===== src/rtl/wb_master_arbiter.sv =====
// Purpose : round-robin arbiter sharing one Wishbone master port between
//           NUM_MASTERS requesters; a grant is held for a whole CYC tenure.
// Latency : grant 1 cycle after CYC; s_* mux, ack and read data are combinational.
// Backpressure: losers wait with CYC high; an unacked STB is ended by an err
//           pulse after TIMEOUT cycles (0 disables the timeout).
// Ports   : m_*_i/m_*_o  packed per-master request bundles and replies
//           s_*_o/s_*_i  single master port towards the interconnect
//           grant_o      one-hot current owner, 0 when idle
module wb_master_arbiter #(
  parameter int NUM_MASTERS = 2,
  parameter int TIMEOUT     = 255
) (
  input  logic                      clk,
  input  logic                      rst_n,
  input  logic [32*NUM_MASTERS-1:0] m_dat_i,
  input  logic [NUM_MASTERS-1:0]    m_we_i,
  input  logic [4*NUM_MASTERS-1:0]  m_sel_i,
  input  logic [32*NUM_MASTERS-1:0] m_adr_i,
  input  logic [NUM_MASTERS-1:0]    m_cyc_i,
  input  logic [NUM_MASTERS-1:0]    m_stb_i,
  output logic [31:0]               m_dat_o,
  output logic [NUM_MASTERS-1:0]    m_ack_o,
  output logic [NUM_MASTERS-1:0]    m_err_o,
  output logic [31:0]               s_dat_o,
  output logic                      s_we_o,
  output logic [3:0]                s_sel_o,
  output logic [31:0]               s_adr_o,
  output logic                      s_cyc_o,
  output logic                      s_stb_o,
  input  logic [31:0]               s_dat_i,
  input  logic                      s_ack_i,
  output logic [NUM_MASTERS-1:0]    grant_o
);

  localparam int IW = (NUM_MASTERS > 1) ? $clog2(NUM_MASTERS) : 1;
  // Keep at least one counter bit so TIMEOUT=0 still elaborates cleanly.
  localparam int CW = (TIMEOUT > 0) ? $clog2(TIMEOUT + 1) : 1;
  localparam logic [CW-1:0] TMO = CW'(TIMEOUT);

  typedef enum logic {IDLE, BUSY} state_e;

  state_e         state_q, state_d;
  logic [IW-1:0]  gnt_q, gnt_d;
  logic [IW-1:0]  last_q, last_d;
  logic [CW-1:0]  cnt_q, cnt_d;

  logic [IW-1:0]  pick;
  logic [IW-1:0]  idx_w;
  logic           found;
  logic           busy;
  logic           g_cyc;
  logic           g_stb;
  logic           tmo_hit;

  assign busy  = (state_q == BUSY);
  assign g_cyc = m_cyc_i[gnt_q];
  assign g_stb = m_stb_i[gnt_q];
  // Ack in the same cycle as the compare wins, so the hit needs s_ack_i low.
  assign tmo_hit = busy && (TIMEOUT > 0) && (cnt_q == TMO) && g_stb && !s_ack_i;

  assign m_dat_o = s_dat_i;

  // Round-robin pick: first requester after last_q, wrapping around, so the
  // previous owner is chosen again only when nobody else is asking.
  always_comb begin
    pick  = last_q;
    found = 1'b0;
    idx_w = '0;
    for (int k = 1; k <= NUM_MASTERS; k++) begin
      idx_w = IW'((int'(last_q) + k) % NUM_MASTERS);
      if (!found && m_cyc_i[idx_w]) begin
        pick  = idx_w;
        found = 1'b1;
      end
    end
  end

  // State register
  always_ff @(posedge clk or negedge rst_n) begin
    if (!rst_n) begin
      state_q <= IDLE;
      gnt_q   <= '0;
      last_q  <= IW'(NUM_MASTERS - 1);
      cnt_q   <= '0;
    end else begin
      state_q <= state_d;
      gnt_q   <= gnt_d;
      last_q  <= last_d;
      cnt_q   <= cnt_d;
    end
  end

  // Next-state logic
  always_comb begin
    state_d = state_q;
    gnt_d   = gnt_q;
    last_d  = last_q;
    cnt_d   = '0;
    case (state_q)
      IDLE: begin
        if (found) begin
          state_d = BUSY;
          gnt_d   = pick;
        end
      end
      BUSY: begin
        if (!g_cyc) begin
          state_d = IDLE;
          last_d  = gnt_q;
        end else if ((TIMEOUT > 0) && g_stb && !s_ack_i && !tmo_hit) begin
          // tmo_hit covers cnt_q == TMO, so the counter stops there.
          cnt_d = cnt_q + CW'(1);
        end
      end
      default: state_d = IDLE;
    endcase
  end

  // Outputs: everything is quiet unless a tenure is in progress.
  always_comb begin
    s_cyc_o = 1'b0;
    s_stb_o = 1'b0;
    s_we_o  = 1'b0;
    s_adr_o = '0;
    s_dat_o = '0;
    s_sel_o = '0;
    m_ack_o = '0;
    m_err_o = '0;
    grant_o = '0;
    if (busy) begin
      s_cyc_o        = g_cyc;
      s_stb_o        = g_stb && !tmo_hit;
      s_we_o         = m_we_i[gnt_q];
      s_adr_o        = m_adr_i[32*gnt_q +: 32];
      s_dat_o        = m_dat_i[32*gnt_q +: 32];
      s_sel_o        = m_sel_i[4*gnt_q +: 4];
      m_ack_o[gnt_q] = s_ack_i && g_stb;
      m_err_o[gnt_q] = tmo_hit;
      grant_o[gnt_q] = 1'b1;
    end
  end

endmodule


===== config.mk =====
export PLATFORM = sky130hd
export DESIGN_NAME = wb_master_arbiter
export DESIGN_NICKNAME = d
export VERILOG_FILES = /design/src/rtl/wb_master_arbiter.sv
export SDC_FILE = /design/constraint.sdc
export NUM_CORES = 1
export LEC_CHECK = 0
export ABC_AREA = 1
export CAP_MARGIN = 20
export CORE_AREA = 2 2 110 112
export DETAILED_ROUTE_END_ITERATION = 10
export DIE_AREA = 0 0 112 114
export PLACE_DENSITY_LB_ADDON = 0.2
export SLEW_MARGIN = 15
export SYNTH_ARGS = -nofsm -noshare
export SYNTH_HDL_FRONTEND = slang
export SYNTH_SLANG_ARGS = --single-unit

===== constraint.sdc =====
create_clock -name clk -period 2.05 [get_ports clk]
set_clock_uncertainty 0.05 [all_clocks]
set_input_delay 0.3075 -clock clk [delete_from_list [all_inputs] [get_ports clk]]
set_output_delay 0.3075 -clock clk [all_outputs]
set_load 0.01 [all_outputs]

==> flow_metrics.py <==
metrics = {
    "cts": {
        "clk_pin_slew_worst_paths_ns": 0.04,
        "holdBufCountCts": 0,
        "cts.sinks": 11,
        "clock_latency_ns": 0.24,
        "cts_buffer_depth": 2,
        "cts-root-buf": "clkbuf_16",
        "htreeDepth": 1,
        "numCtsBuffers": 3,
        "cts_tree": "yes",
    },
    "detailed_routing": {
        "wire_per_inst_um": 17.1,
        "drtIter0Drc": 91,
        "dr_total_vias": 2248,
        "via_per_inst": 4.11,
        "routed_wl_mm": 9.33,
        "drc": 0,
        "drt_first_pass_iters": 4,
        "ant_nets": 0,
    },
    "sta": {
        "hold_viol": 0,
        "timing.fmax_mhz": 463,
        "holdWs_ns": 0.367,
        "worst_slack_ns": -0.110,
        "slew_viol_final": 0,
        "tightest_slew_ns": 0.514,
        "finalSetupViolCount": 21,
        "slew_headroom": 0.656,
        "rsz0062_at_grt": "true",
        "post-route-period-util": 1.05,
        "period_minus_slack_ns": 2.16,
    },
    "worst_setup_path": {
        "crit_fanout": 22,
        "r2r_end": "last_q$_DFFE_PN1P_",
        "worstPathArrival_ns": 1.80,
        "crit_path_end_kind": "output port",
        "reg2reg_slack_ns": 0.59,
        "worstSetupEndpoint": "s_adr_o[28]",
        "cp_data_required_time_ns": 1.69,
        "start_kind": "flop",
        "reg2reg_depth": 7,
        "cp-startpoint": "gnt_q$_DFFE_PN0P_",
        "path_class": "flop to output port",
        "r2r_start": "gnt_q$_DFFE_PN0P_",
    },
    "final_layout": {
        "num_antenna_cells": 0,
        "area_growth_pct": 143,
        "fillers": 1236,
        "layout.nets": 579,
        "drive_above_1_share": 0.165,
        "final_area_sq_um": 3940,
    },
    "synth": {
        "syn_avg_cell_area_sq_um": 8.22,
        "ys_types": 26,
        "netlist_instances": 197,
        "syn-num-nets": 375,
        "synth-seq-cells": 11,
        "netlist_area_sq_um": 1620,
        "yosys_warnings": 0,
        "ys_seq_area_frac": 0.171,
    },
    "floorplan": {
        "rows": 40,
        "die_area_sq_um": 12800,
        "io_pins": 286,
        "initial_core_util": 0.138,
        "die_x_um": 112,
        "die_y_um": 114,
        "core_area_sq_um": 11700,
    },
    "status": {
        "outcome": "finished with violations",
        "violations": "setup timing",
    },
    "placement": {
        "port_buffers": 221,
        "hpwl_mm": 7.06,
        "dpl_cell_area_sq_um": 3820,
        "gp_congestion": 0.770,
    },
    "global_route": {
        "grt_pass1_wl_mm": 12.7,
        "grt-ovfl-total": 0,
        "grt_start_max_net_pins": 33,
        "antenna_found_initial": 0,
        "grt_pass1_vias": 2138,
        "grt_util_all_layers": 0.126,
    },
    "pwr": {
        "vdd.ir_drop.worst_mv": 0.667,
        "p_leak_nw": 1.77,
        "p_total_w": 0.00455,
        "power.density_nw_per_um2": 1150,
    },
    "hold_path": {
        "min_path_type": "input pin to async pin",
    },
    "flow_run": {
        "drv_cap": 0,
    },
}
==> power by group <==
part / switching (W) / internal (W)
logic: 0.00175 / 0.00214
clock network: 0.0000900 / 0.000260
registers: 0.0000386 / 0.000262
total: 0.00188 / 0.00267
==> through the flow <==
step                 util  setup WS (ns)  std cells  TNS, ns
global route        0.337         -0.181        547    -2.90
CTS                 0.335         -0.119        541    -2.32
finish              0.337         -0.110        547    -1.04
floorplan               -          0.594        197        0
detailed placement  0.326        -0.0969        534   -0.286
global placement    0.326        -0.0546        534   -0.171
==> worst max-delay path, cell delays in order, from the launching register on <==
cell	delay (ns)
dfrtp_2	0.45
nand2_2	0.12
inv_6	0.07
buf_12	0.16
a22o_4	0.27
clkdlybuf4s50_1	0.48
==> layout make-up <==
| type | instances | area, sq um | area share |
|---|---|---|---|
| Tap cell | 147 | 184 | 0.0466 |
| Timing Repair Buffer | 247 | 2420 | 0.613 |
| Inverter | 9 | 38.8 | 0.00984 |
| Clock buffer | 4 | 78.8 | 0.0200 |
| Sequential cell | 11 | 278 | 0.0704 |
| Multi-Input combinational cell | 129 | 948 | 0.240 |
==> logic make-up (layout without fill, tap and decap cells) <==
kind of cell	after synthesis	after routing	synth area share
AOI/OAI and AO/OA	76	76	0.398
xor gates and xnor gates	4	4	0.0216
adders and majority gates	1	1	0.00772
buffers and inverters	57	260	0.253
DFF	11	11	0.171
and+or+nand+nor	48	48	0.149
==> metal layers <==
metal,track usage,wire (um)
met1,0.155,3750
met2,0.227,4760
met3,0.0356,787
met4,0.0138,28
met5,0,0
==> cell usage in the layout, fill, tap and decap left out, drive strengths merged <==
cell type | netlist | routed
a21o | 1 | 1
a21oi | 1 | 1
a22o | 69 | 69
buf | 48 | 24
clkbuf | 0 | 27
clkdlybuf4s15 | 0 | 2
clkdlybuf4s50 | 0 | 167
dfrtp | 10 | 10
dfstp | 1 | 1
dlygate4sd2 | 0 | 27
dlymetal6s2s | 0 | 4
ha | 1 | 1
inv | 9 | 9
nand2 | 20 | 20
nand3 | 4 | 4
nand4 | 2 | 2
nor2 | 22 | 22
o21ai | 3 | 3
o21bai | 1 | 1
o22ai | 1 | 1
xnor2 | 3 | 3
xor2 | 1 | 1
==> registers in the layout, indices dropped and copies added (netlist names) <==
register / count
last_q: 1
cnt_q: 8
busy: 1
gnt_q: 1
==> Yosys cell counts, drive strengths merged <==
cell type | count | share of area
a21o | 1 | 0.0046
a21oi | 1 | 0.0031
a22o | 69 | 0.37
buf | 48 | 0.23
dfrtp | 10 | 0.15
dfstp | 1 | 0.016
ha | 1 | 0.0077
inv | 9 | 0.021
nand2 | 20 | 0.053
nand3 | 4 | 0.012
nand4 | 2 | 0.017
nor2 | 22 | 0.067
o21ai | 3 | 0.0093
o21bai | 1 | 0.0046
o22ai | 1 | 0.0039
xnor2 | 3 | 0.016
xor2 | 1 | 0.0054
==> worst min path at each step <==
stage,endpoint,start,slack [ns],depth (start not counted)
3_5_place_dp,last_q$_DFFE_PN1P_,last_q$_DFFE_PN1P_,0.46,2
5_1_grt,busy$_DFF_PN0_,rst_n,0.41,1
2_1_floorplan,busy$_DFF_PN0_,rst_n,-0.04,0
3_3_place_gp,last_q$_DFFE_PN1P_,last_q$_DFFE_PN1P_,0.46,2
4_1_cts,busy$_DFF_PN0_,rst_n,0.38,1
6_report,busy$_DFF_PN0_,rst_n,0.37,1
==> timing repair <==
action	in CTS	in global routing
cloned	2	2
setup buffers	1	4
endpoints found under the setup margin	74	31
resized for setup	56	50
(Power assumes the default switching activity.)
